--- config.mk ---
export PLATFORM = sky130hd
export DESIGN_NAME = edf_arbiter_flat
export DESIGN_NICKNAME = d
export VERILOG_FILES = /design/src/rtl/edf_ic_pkg.sv /design/src/rtl/edf_arbiter_if.sv /design/src/rtl/edf_scan_acc.sv /design/src/rtl/edf_arbiter.sv /design/src/flat_wrapper.sv
export SDC_FILE = /design/constraint.sdc
export NUM_CORES = 1
export LEC_CHECK = 0
export CORE_AREA = 10 10 249 251
export DETAILED_ROUTE_END_ITERATION = 8
export DIE_AREA = 0 0 259 261
export PLACE_DENSITY = 0.48
export SYNTH_ARGS = -nofsm -noshare
export SYNTH_HDL_FRONTEND = slang
export SYNTH_SLANG_ARGS = --single-unit
--- constraint.sdc ---
create_clock -name clk_i -period 10.4 [get_ports clk_i]
set_clock_uncertainty 0.1 [all_clocks]
set_input_delay 2.08 -clock clk_i [delete_from_list [all_inputs] [get_ports clk_i]]
set_output_delay 2.08 -clock clk_i [all_outputs]
set_load 0.02 [all_outputs]
--- src/rtl/edf_ic_pkg.sv ---
// Shared types and constants for the EDF interrupt arbiter slice.
// The accumulator struct is sized for the default build; instances may shrink NumIrq/TsWidth but not exceed them.
package edf_ic_pkg;

    localparam int NumIrqDef  = 8;
    localparam int TsWidthDef = 64;
    localparam int AccIdWidth = $clog2(NumIrqDef);
    localparam int AccDlWidth = TsWidthDef;

    typedef enum logic [0:0] {
        SCAN  = 1'b0,
        FLUSH = 1'b1
    } edf_state_e;

    typedef struct packed {
        logic                  valid;
        logic [AccIdWidth-1:0] id;
        logic [AccDlWidth-1:0] dl;
    } edf_acc_t;

    localparam edf_acc_t AccEmpty = '{valid: 1'b0, id: '0, dl: '0};

    // Strict unsigned earlier-than; equal deadlines keep the incumbent (lower index).
    function automatic logic dl_before(input logic [AccDlWidth-1:0] cand,
                                       input logic [AccDlWidth-1:0] best);
        return (cand < best);
    endfunction

endpackage

--- src/rtl/edf_arbiter_if.sv ---
// Gateway-array / hart side bundle of the EDF arbiter; clock and reset stay outside.
interface edf_arbiter_if #(
    parameter int NumIrq  = 8,
    parameter int TsWidth = 64,
    parameter int IdWidth = $clog2(NumIrq)
) ();

    logic [63:0]             mtime_i;
    logic [NumIrq-1:0]       ip_i;
    logic [NumIrq*TsWidth-1:0] dl_i;
    logic [NumIrq-1:0]       claim_o;
    logic                    irq_o;
    logic [IdWidth-1:0]      irq_id_o;
    logic [TsWidth-1:0]      irq_dl_o;
    logic                    dl_miss_o;
    logic                    claim_req_i;
    logic                    claim_rsp_valid_o;
    logic                    claim_rsp_hit_o;
    logic [IdWidth-1:0]      claim_rsp_id_o;

    modport master (
        output mtime_i, ip_i, dl_i, claim_req_i,
        input  claim_o, irq_o, irq_id_o, irq_dl_o, dl_miss_o,
        input  claim_rsp_valid_o, claim_rsp_hit_o, claim_rsp_id_o
    );

    modport slave (
        input  mtime_i, ip_i, dl_i, claim_req_i,
        output claim_o, irq_o, irq_id_o, irq_dl_o, dl_miss_o,
        output claim_rsp_valid_o, claim_rsp_hit_o, claim_rsp_id_o
    );

endinterface

--- src/rtl/edf_scan_acc.sv ---
// Earliest-deadline accumulator: folds one candidate per cycle into the running best.
// acc_o is this cycle's merged result, so a commit can include the final candidate.
module edf_scan_acc
    import edf_ic_pkg::*;
(
    input  logic                  clk_i,
    input  logic                  rst_i,
    input  logic                  clear_i,
    input  logic                  cand_ip_i,
    input  logic [AccIdWidth-1:0] cand_id_i,
    input  logic [AccDlWidth-1:0] cand_dl_i,
    output edf_acc_t              acc_o
);

    edf_acc_t acc_r;
    edf_acc_t acc_nxt_s;

    // Merge the candidate into the running best.
    always_comb begin
        acc_nxt_s = acc_r;
        if (cand_ip_i && (!acc_r.valid || dl_before(cand_dl_i, acc_r.dl))) begin
            acc_nxt_s.valid = 1'b1;
            acc_nxt_s.id    = cand_id_i;
            acc_nxt_s.dl    = cand_dl_i;
        end else begin
            acc_nxt_s = acc_r;
        end
    end

    // Accumulator register; clear wins over the merge.
    always_ff @(posedge clk_i) begin
        if (rst_i) begin
            acc_r <= AccEmpty;
        end else if (clear_i) begin
            acc_r <= AccEmpty;
        end else begin
            acc_r <= acc_nxt_s;
        end
    end

    assign acc_o = acc_nxt_s;

endmodule

--- src/rtl/edf_arbiter.sv ---
// EDF interrupt arbiter: sweeps the gateway cells one per cycle, commits the
// earliest pending deadline to the hart and serves claim requests.
module edf_arbiter
    import edf_ic_pkg::*;
#(
    parameter int NumIrq  = NumIrqDef,
    parameter int TsWidth = TsWidthDef,
    parameter int IdWidth = $clog2(NumIrq)
) (
    input logic          clk_i,
    input logic          rst_i,
    edf_arbiter_if.slave bus
);

    edf_state_e          state_r, state_nxt_s;
    logic [IdWidth-1:0]  idx_r, idx_nxt_s;
    logic                irq_r, irq_nxt_s;
    logic [IdWidth-1:0]  irq_id_r, irq_id_nxt_s;
    logic [TsWidth-1:0]  irq_dl_r, irq_dl_nxt_s;
    logic [NumIrq-1:0]   claim_r, claim_nxt_s;
    logic                rsp_valid_r, rsp_valid_nxt_s;
    logic                rsp_hit_r, rsp_hit_nxt_s;
    logic [IdWidth-1:0]  rsp_id_r, rsp_id_nxt_s;

    logic                last_s;
    logic                acc_clr_s;
    logic                cand_ip_s;
    logic [AccIdWidth-1:0] cand_id_s;
    logic [AccDlWidth-1:0] cand_dl_s;
    logic [TsWidth-1:0]  mtime_s;
    edf_acc_t            acc_s;

    assign last_s    = (idx_r == IdWidth'(NumIrq - 1));
    assign cand_ip_s = bus.ip_i[idx_r];
    assign cand_id_s = AccIdWidth'(idx_r);
    assign cand_dl_s = AccDlWidth'(bus.dl_i[int'(idx_r) * TsWidth +: TsWidth]);
    assign mtime_s   = TsWidth'(bus.mtime_i);

    edf_scan_acc u_scan_acc (
        .clk_i     (clk_i),
        .rst_i     (rst_i),
        .clear_i   (acc_clr_s),
        .cand_ip_i (cand_ip_s),
        .cand_id_i (cand_id_s),
        .cand_dl_i (cand_dl_s),
        .acc_o     (acc_s)
    );

    // Next-state, commit and claim response logic.
    always_comb begin
        state_nxt_s     = state_r;
        idx_nxt_s       = idx_r;
        acc_clr_s       = 1'b0;
        irq_nxt_s       = irq_r;
        irq_id_nxt_s    = irq_id_r;
        irq_dl_nxt_s    = irq_dl_r;
        claim_nxt_s     = '0;
        rsp_valid_nxt_s = 1'b0;
        rsp_hit_nxt_s   = 1'b0;
        rsp_id_nxt_s    = '0;
        case (state_r)
            SCAN: begin
                if (bus.claim_req_i && irq_r) begin
                    // Accepted claim: hand out the committed winner and drop the partial sweep.
                    claim_nxt_s     = NumIrq'(1'b1) << irq_id_r;
                    rsp_valid_nxt_s = 1'b1;
                    rsp_hit_nxt_s   = 1'b1;
                    rsp_id_nxt_s    = irq_id_r;
                    irq_nxt_s       = 1'b0;
                    state_nxt_s     = FLUSH;
                    idx_nxt_s       = '0;
                    acc_clr_s       = 1'b1;
                end else begin
                    rsp_valid_nxt_s = bus.claim_req_i;
                    if (last_s) begin
                        irq_nxt_s    = acc_s.valid;
                        irq_id_nxt_s = IdWidth'(acc_s.id);
                        irq_dl_nxt_s = TsWidth'(acc_s.dl);
                        idx_nxt_s    = '0;
                        acc_clr_s    = 1'b1;
                    end else begin
                        idx_nxt_s    = idx_r + IdWidth'(1'b1);
                    end
                end
            end
            FLUSH: begin
                rsp_valid_nxt_s = bus.claim_req_i;
                state_nxt_s     = SCAN;
                idx_nxt_s       = '0;
                acc_clr_s       = 1'b1;
            end
            default: begin
                state_nxt_s = SCAN;
                idx_nxt_s   = '0;
                acc_clr_s   = 1'b1;
            end
        endcase
    end

    // State and output registers.
    always_ff @(posedge clk_i) begin
        if (rst_i) begin
            state_r     <= SCAN;
            idx_r       <= '0;
            irq_r       <= 1'b0;
            irq_id_r    <= '0;
            irq_dl_r    <= '0;
            claim_r     <= '0;
            rsp_valid_r <= 1'b0;
            rsp_hit_r   <= 1'b0;
            rsp_id_r    <= '0;
        end else begin
            state_r     <= state_nxt_s;
            idx_r       <= idx_nxt_s;
            irq_r       <= irq_nxt_s;
            irq_id_r    <= irq_id_nxt_s;
            irq_dl_r    <= irq_dl_nxt_s;
            claim_r     <= claim_nxt_s;
            rsp_valid_r <= rsp_valid_nxt_s;
            rsp_hit_r   <= rsp_hit_nxt_s;
            rsp_id_r    <= rsp_id_nxt_s;
        end
    end

    assign bus.claim_o           = claim_r;
    assign bus.irq_o             = irq_r;
    assign bus.irq_id_o          = irq_id_r;
    assign bus.irq_dl_o          = irq_dl_r;
    assign bus.dl_miss_o         = irq_r && (irq_dl_r < mtime_s);
    assign bus.claim_rsp_valid_o = rsp_valid_r;
    assign bus.claim_rsp_hit_o   = rsp_hit_r;
    assign bus.claim_rsp_id_o    = rsp_id_r;

endmodule

--- src/flat_wrapper.sv ---
// flat-port wrapper written by rule: the top's interface ports become plain ports
module edf_arbiter_flat import edf_ic_pkg::*;
#(
    parameter int NumIrq  = NumIrqDef,
    parameter int TsWidth = TsWidthDef,
    parameter int IdWidth = $clog2(NumIrq)
)
  (clk_i, rst_i, bus_mtime_i, bus_ip_i, bus_dl_i, bus_claim_req_i, bus_claim_o, bus_irq_o, bus_irq_id_o, bus_irq_dl_o, bus_dl_miss_o, bus_claim_rsp_valid_o, bus_claim_rsp_hit_o, bus_claim_rsp_id_o);
  edf_arbiter_if #(.NumIrq(NumIrq), .TsWidth(TsWidth), .IdWidth(IdWidth)) bus_i ();
  input logic clk_i;
  input logic rst_i;
  input wire logic [$bits(bus_i.mtime_i)-1:0] bus_mtime_i;
  input wire logic [$bits(bus_i.ip_i)-1:0] bus_ip_i;
  input wire logic [$bits(bus_i.dl_i)-1:0] bus_dl_i;
  input wire logic [$bits(bus_i.claim_req_i)-1:0] bus_claim_req_i;
  output wire logic [$bits(bus_i.claim_o)-1:0] bus_claim_o;
  output wire logic [$bits(bus_i.irq_o)-1:0] bus_irq_o;
  output wire logic [$bits(bus_i.irq_id_o)-1:0] bus_irq_id_o;
  output wire logic [$bits(bus_i.irq_dl_o)-1:0] bus_irq_dl_o;
  output wire logic [$bits(bus_i.dl_miss_o)-1:0] bus_dl_miss_o;
  output wire logic [$bits(bus_i.claim_rsp_valid_o)-1:0] bus_claim_rsp_valid_o;
  output wire logic [$bits(bus_i.claim_rsp_hit_o)-1:0] bus_claim_rsp_hit_o;
  output wire logic [$bits(bus_i.claim_rsp_id_o)-1:0] bus_claim_rsp_id_o;
  assign bus_i.mtime_i = bus_mtime_i;
  assign bus_i.ip_i = bus_ip_i;
  assign bus_i.dl_i = bus_dl_i;
  assign bus_i.claim_req_i = bus_claim_req_i;
  assign bus_claim_o = bus_i.claim_o;
  assign bus_irq_o = bus_i.irq_o;
  assign bus_irq_id_o = bus_i.irq_id_o;
  assign bus_irq_dl_o = bus_i.irq_dl_o;
  assign bus_dl_miss_o = bus_i.dl_miss_o;
  assign bus_claim_rsp_valid_o = bus_i.claim_rsp_valid_o;
  assign bus_claim_rsp_hit_o = bus_i.claim_rsp_hit_o;
  assign bus_claim_rsp_id_o = bus_i.claim_rsp_id_o;
  edf_arbiter #(.NumIrq(NumIrq), .TsWidth(TsWidth), .IdWidth(IdWidth)) u_core (.clk_i(clk_i), .rst_i(rst_i), .bus(bus_i));
endmodule
==> impl_metrics.tcl <==
set metrics [dict create \
    outcome "finished, final reports clean" \
    viasPerCell 4.80 \
    cts-buffers-inserted 17 \
    fill_cells 5694 \
    synthCells 1271 \
    r2r_cells 14 \
    start_kind "primary input" \
    drtPass1Iterations 5 \
    place_congestion 0.819 \
    vias 12700 \
    antenna_found_initial 6 \
    routed_wl_um 59700 \
    critPathCaptureType "primary output" \
    relSlewSlack 0.359 \
    layout_setup_ws_ns 2.82 \
    htree_num_levels 4 \
    die_x_um 259 \
    cts_buffer_depth 2 \
    worstMarginPinSlew_ns 0.961 \
    fin_area_um2 21000 \
    nNetsFinal 2584 \
    cts.sinks 152 \
    grt_max_degree 164 \
    area_growth_syn_to_layout_pct 61.9 \
    antenna_left 0 \
    ir_drop_v 0.000120 \
    first_iter_violations 543 \
    multi_input_area_um2 9070 \
    synthArstFlopShare 0 \
    holdPathEnd "u_core.u_scan_acc.acc_r[62]" \
    worstHoldStart "u_core.u_scan_acc.acc_r[62]" \
    power.total_mw 2.27 \
    grt_pass1_wl_um 87700 \
    synth_edf_count 0 \
    post-route-util 0.367 \
    synth_area_leaders "dfxtp_1 23%, mux4_2 23%, ha_1 12%" \
    grt_usage 0.170 \
    setup_viol 0 \
    grt-ovfl-total 0 \
    start_util 0.227 \
    tns_ns 0 \
    insertion_delay_ns 0.44 \
    reg2reg_from "u_core.cand_id_s[0]" \
    cp.required_ns 8.22 \
    cts-root-buf "clkbuf_16" \
    power_density_nw_per_um2 108 \
    critical_path_class "in -> out" \
    leakage_nw 7.90 \
    rsz0062_at_grt "no" \
    max_freq_mhz 132 \
    regArea_um2 3050 \
    finalCritPeriodShare 0.729 \
    grt_pass1_vias 13900 \
    fin_crit_ns 7.58 \
    final_common_cell "clkdlybuf4s50_1" \
    place_area_um2 20400 \
    crit_fanout 2 \
    avgRoutedWirePerCell_um 22.5 \
    synth.avg_cell_area_um2 10.2 \
    cts_hold_buf 0 \
    synth_top_cell_by_area "dfxtp_1" \
    drc 0 \
    syn-cell-area_um2 13000 \
    dp_hpwl_um 48600 \
    synthFlopType "dfxtp_1" \
    holdPathStages 2 \
    synthesis.nets 1986 \
    max_cap_violations 0 \
    cp.arrival_ns 5.40 \
    postCtsSetupBuffers 0 \
    ioPinCount 669 \
    dp_slack_ns 2.75 \
    ys_types 44 \
    reg2reg_to "u_core.bus.irq_dl_o[29]" \
    clk_pin_slew_worst_paths_ns 0.07 \
    coreArea_um2 57100 \
    dieArea_um2 67600 \
    layout_common_cells "667 x clkdlybuf4s50_1, 149 x dfxtp_1, 130 x inv_1, 130 x mux4_2, 128 x ha_1" \
    drive_above_1_share 0.131 \
    slew_violations 0 \
    port_buffers 668 \
    yosysWarnings 0 \
    hold_violations 0 \
    yosys.area.top_type_share 0.235 \
    dieHeight_um 261 \
    ctsResizeCount 0 \
    ys_ff_latch 152 \
    cts_tree "done" \
    rows 88 \
    hp-class "reg -> reg" \
    ys_seq_area_frac 0.235 \
    r2r_slack_ns 4.31 \
]
==> critical path, cell delays in order <==
cell and delay, ns:
clkdlybuf4s50_1 0.45, inv_1 0.05, ha_1 0.29, a21o_1 0.17, a21o_1 0.30, a21oi_1 0.19
o211ai_1 0.11, a22o_1 0.22, o21ba_2 0.24, nor4_1 0.39, a21boi_0 0.22, clkdlybuf4s50_1 0.69
==> cell usage after synthesis (all sizes together) (2+ instances only) <==
master	number
nand2	22
nor3b	63
nor2	101
nor4	69
inv	130
a2111oi	2
dfxtp	152
nand3b	2
a311o	63
buf	31
mux4	130
a21oi	34
nand3	15
a221oi	2
and2	3
a21o	22
o21a	2
mux2	63
o211ai	2
clkbuf	70
nand4	22
nor3	16
a211oi	11
nor2b	6
mux2i	68
nand2b	4
and3	2
or4	2
ha	128
o21ai	22
==> kinds of logic (layout without fill, tap and decap cells) <==
| kind of cell | after synthesis | after routing | synth area share |
|---|---|---|---|
| other | 0 | 3 | 0 |
| adder cells (fa/ha/maj) | 128 | 128 | 0.124 |
| multiplexers | 261 | 261 | 0.333 |
| flip-flops | 152 | 152 | 0.235 |
| AO/OA/AOI/OAI | 170 | 170 | 0.101 |
| buffers and inverters | 231 | 842 | 0.0679 |
| AND/OR/NAND/NOR | 329 | 329 | 0.139 |
==> worst max path at each step <==
stage / from / endpoint / slack, ns / depth (start not counted)
floorplan: bus_mtime_i[41] / bus_dl_miss_o / 4.07 / 10
global placement: bus_mtime_i[33] / bus_dl_miss_o / 2.78 / 12
detailed placement: bus_mtime_i[33] / bus_dl_miss_o / 2.75 / 12
CTS: bus_mtime_i[33] / bus_dl_miss_o / 2.73 / 12
global route: bus_mtime_i[33] / bus_dl_miss_o / 2.63 / 12
finish: bus_mtime_i[33] / bus_dl_miss_o / 2.82 / 12
==> where the power goes <==
group          total (mW)  switching, mW  internal, mW  leakage, nW
logic               0.939          0.421         0.517         6.37
registers           0.664         0.0351         0.629         1.24
clock network       0.667          0.279         0.388        0.292
==> sequential cells by signal, indices dropped and copies added, names as in the netlist <==
signal / count
u_core.u_scan_acc.acc_r: 68
u_core.bus.irq_dl_o: 64
u_core.bus.claim_rsp_id_o: 3
u_core.bus.irq_id_o: 3
u_core.bus.irq_o: 1
u_core.cand_id_s: 3
u_core.bus.claim_rsp_hit_o: 1
u_core.bus.claim_o: 8
u_core.bus.claim_rsp_valid_o: 1
==> metrics by stage <==
stage	cells	hold WS, ns
floorplan	1271	0.356
global placement	2615	0.372
detailed placement	2615	0.378
CTS	2647	0.396
global route	2647	0.422
finish	2650	0.394
==> final cells by class <==
cell class	instances	area share
sequential	152	0.146
clock buffer	20	0.0213
inverter	130	0.0232
antenna	3	0.000358
timing repair buffer	680	0.324
clock inverter	12	0.00793
multi-input combinational	888	0.432
tap	765	0.0456
==> routing by layer <==
metal	wire [µm]	vias up	share of wire	GRT usage
li1	-	6111	-	-
met1	24400	6131	0.41	0.198
met2	30800	426	0.51	0.308
met3	3790	35	0.063	0.0450
met4	789	4	0.013	0.0356
met5	21	-	0.00035	0
No activity file was read; power rests on OpenSTA's default activity.
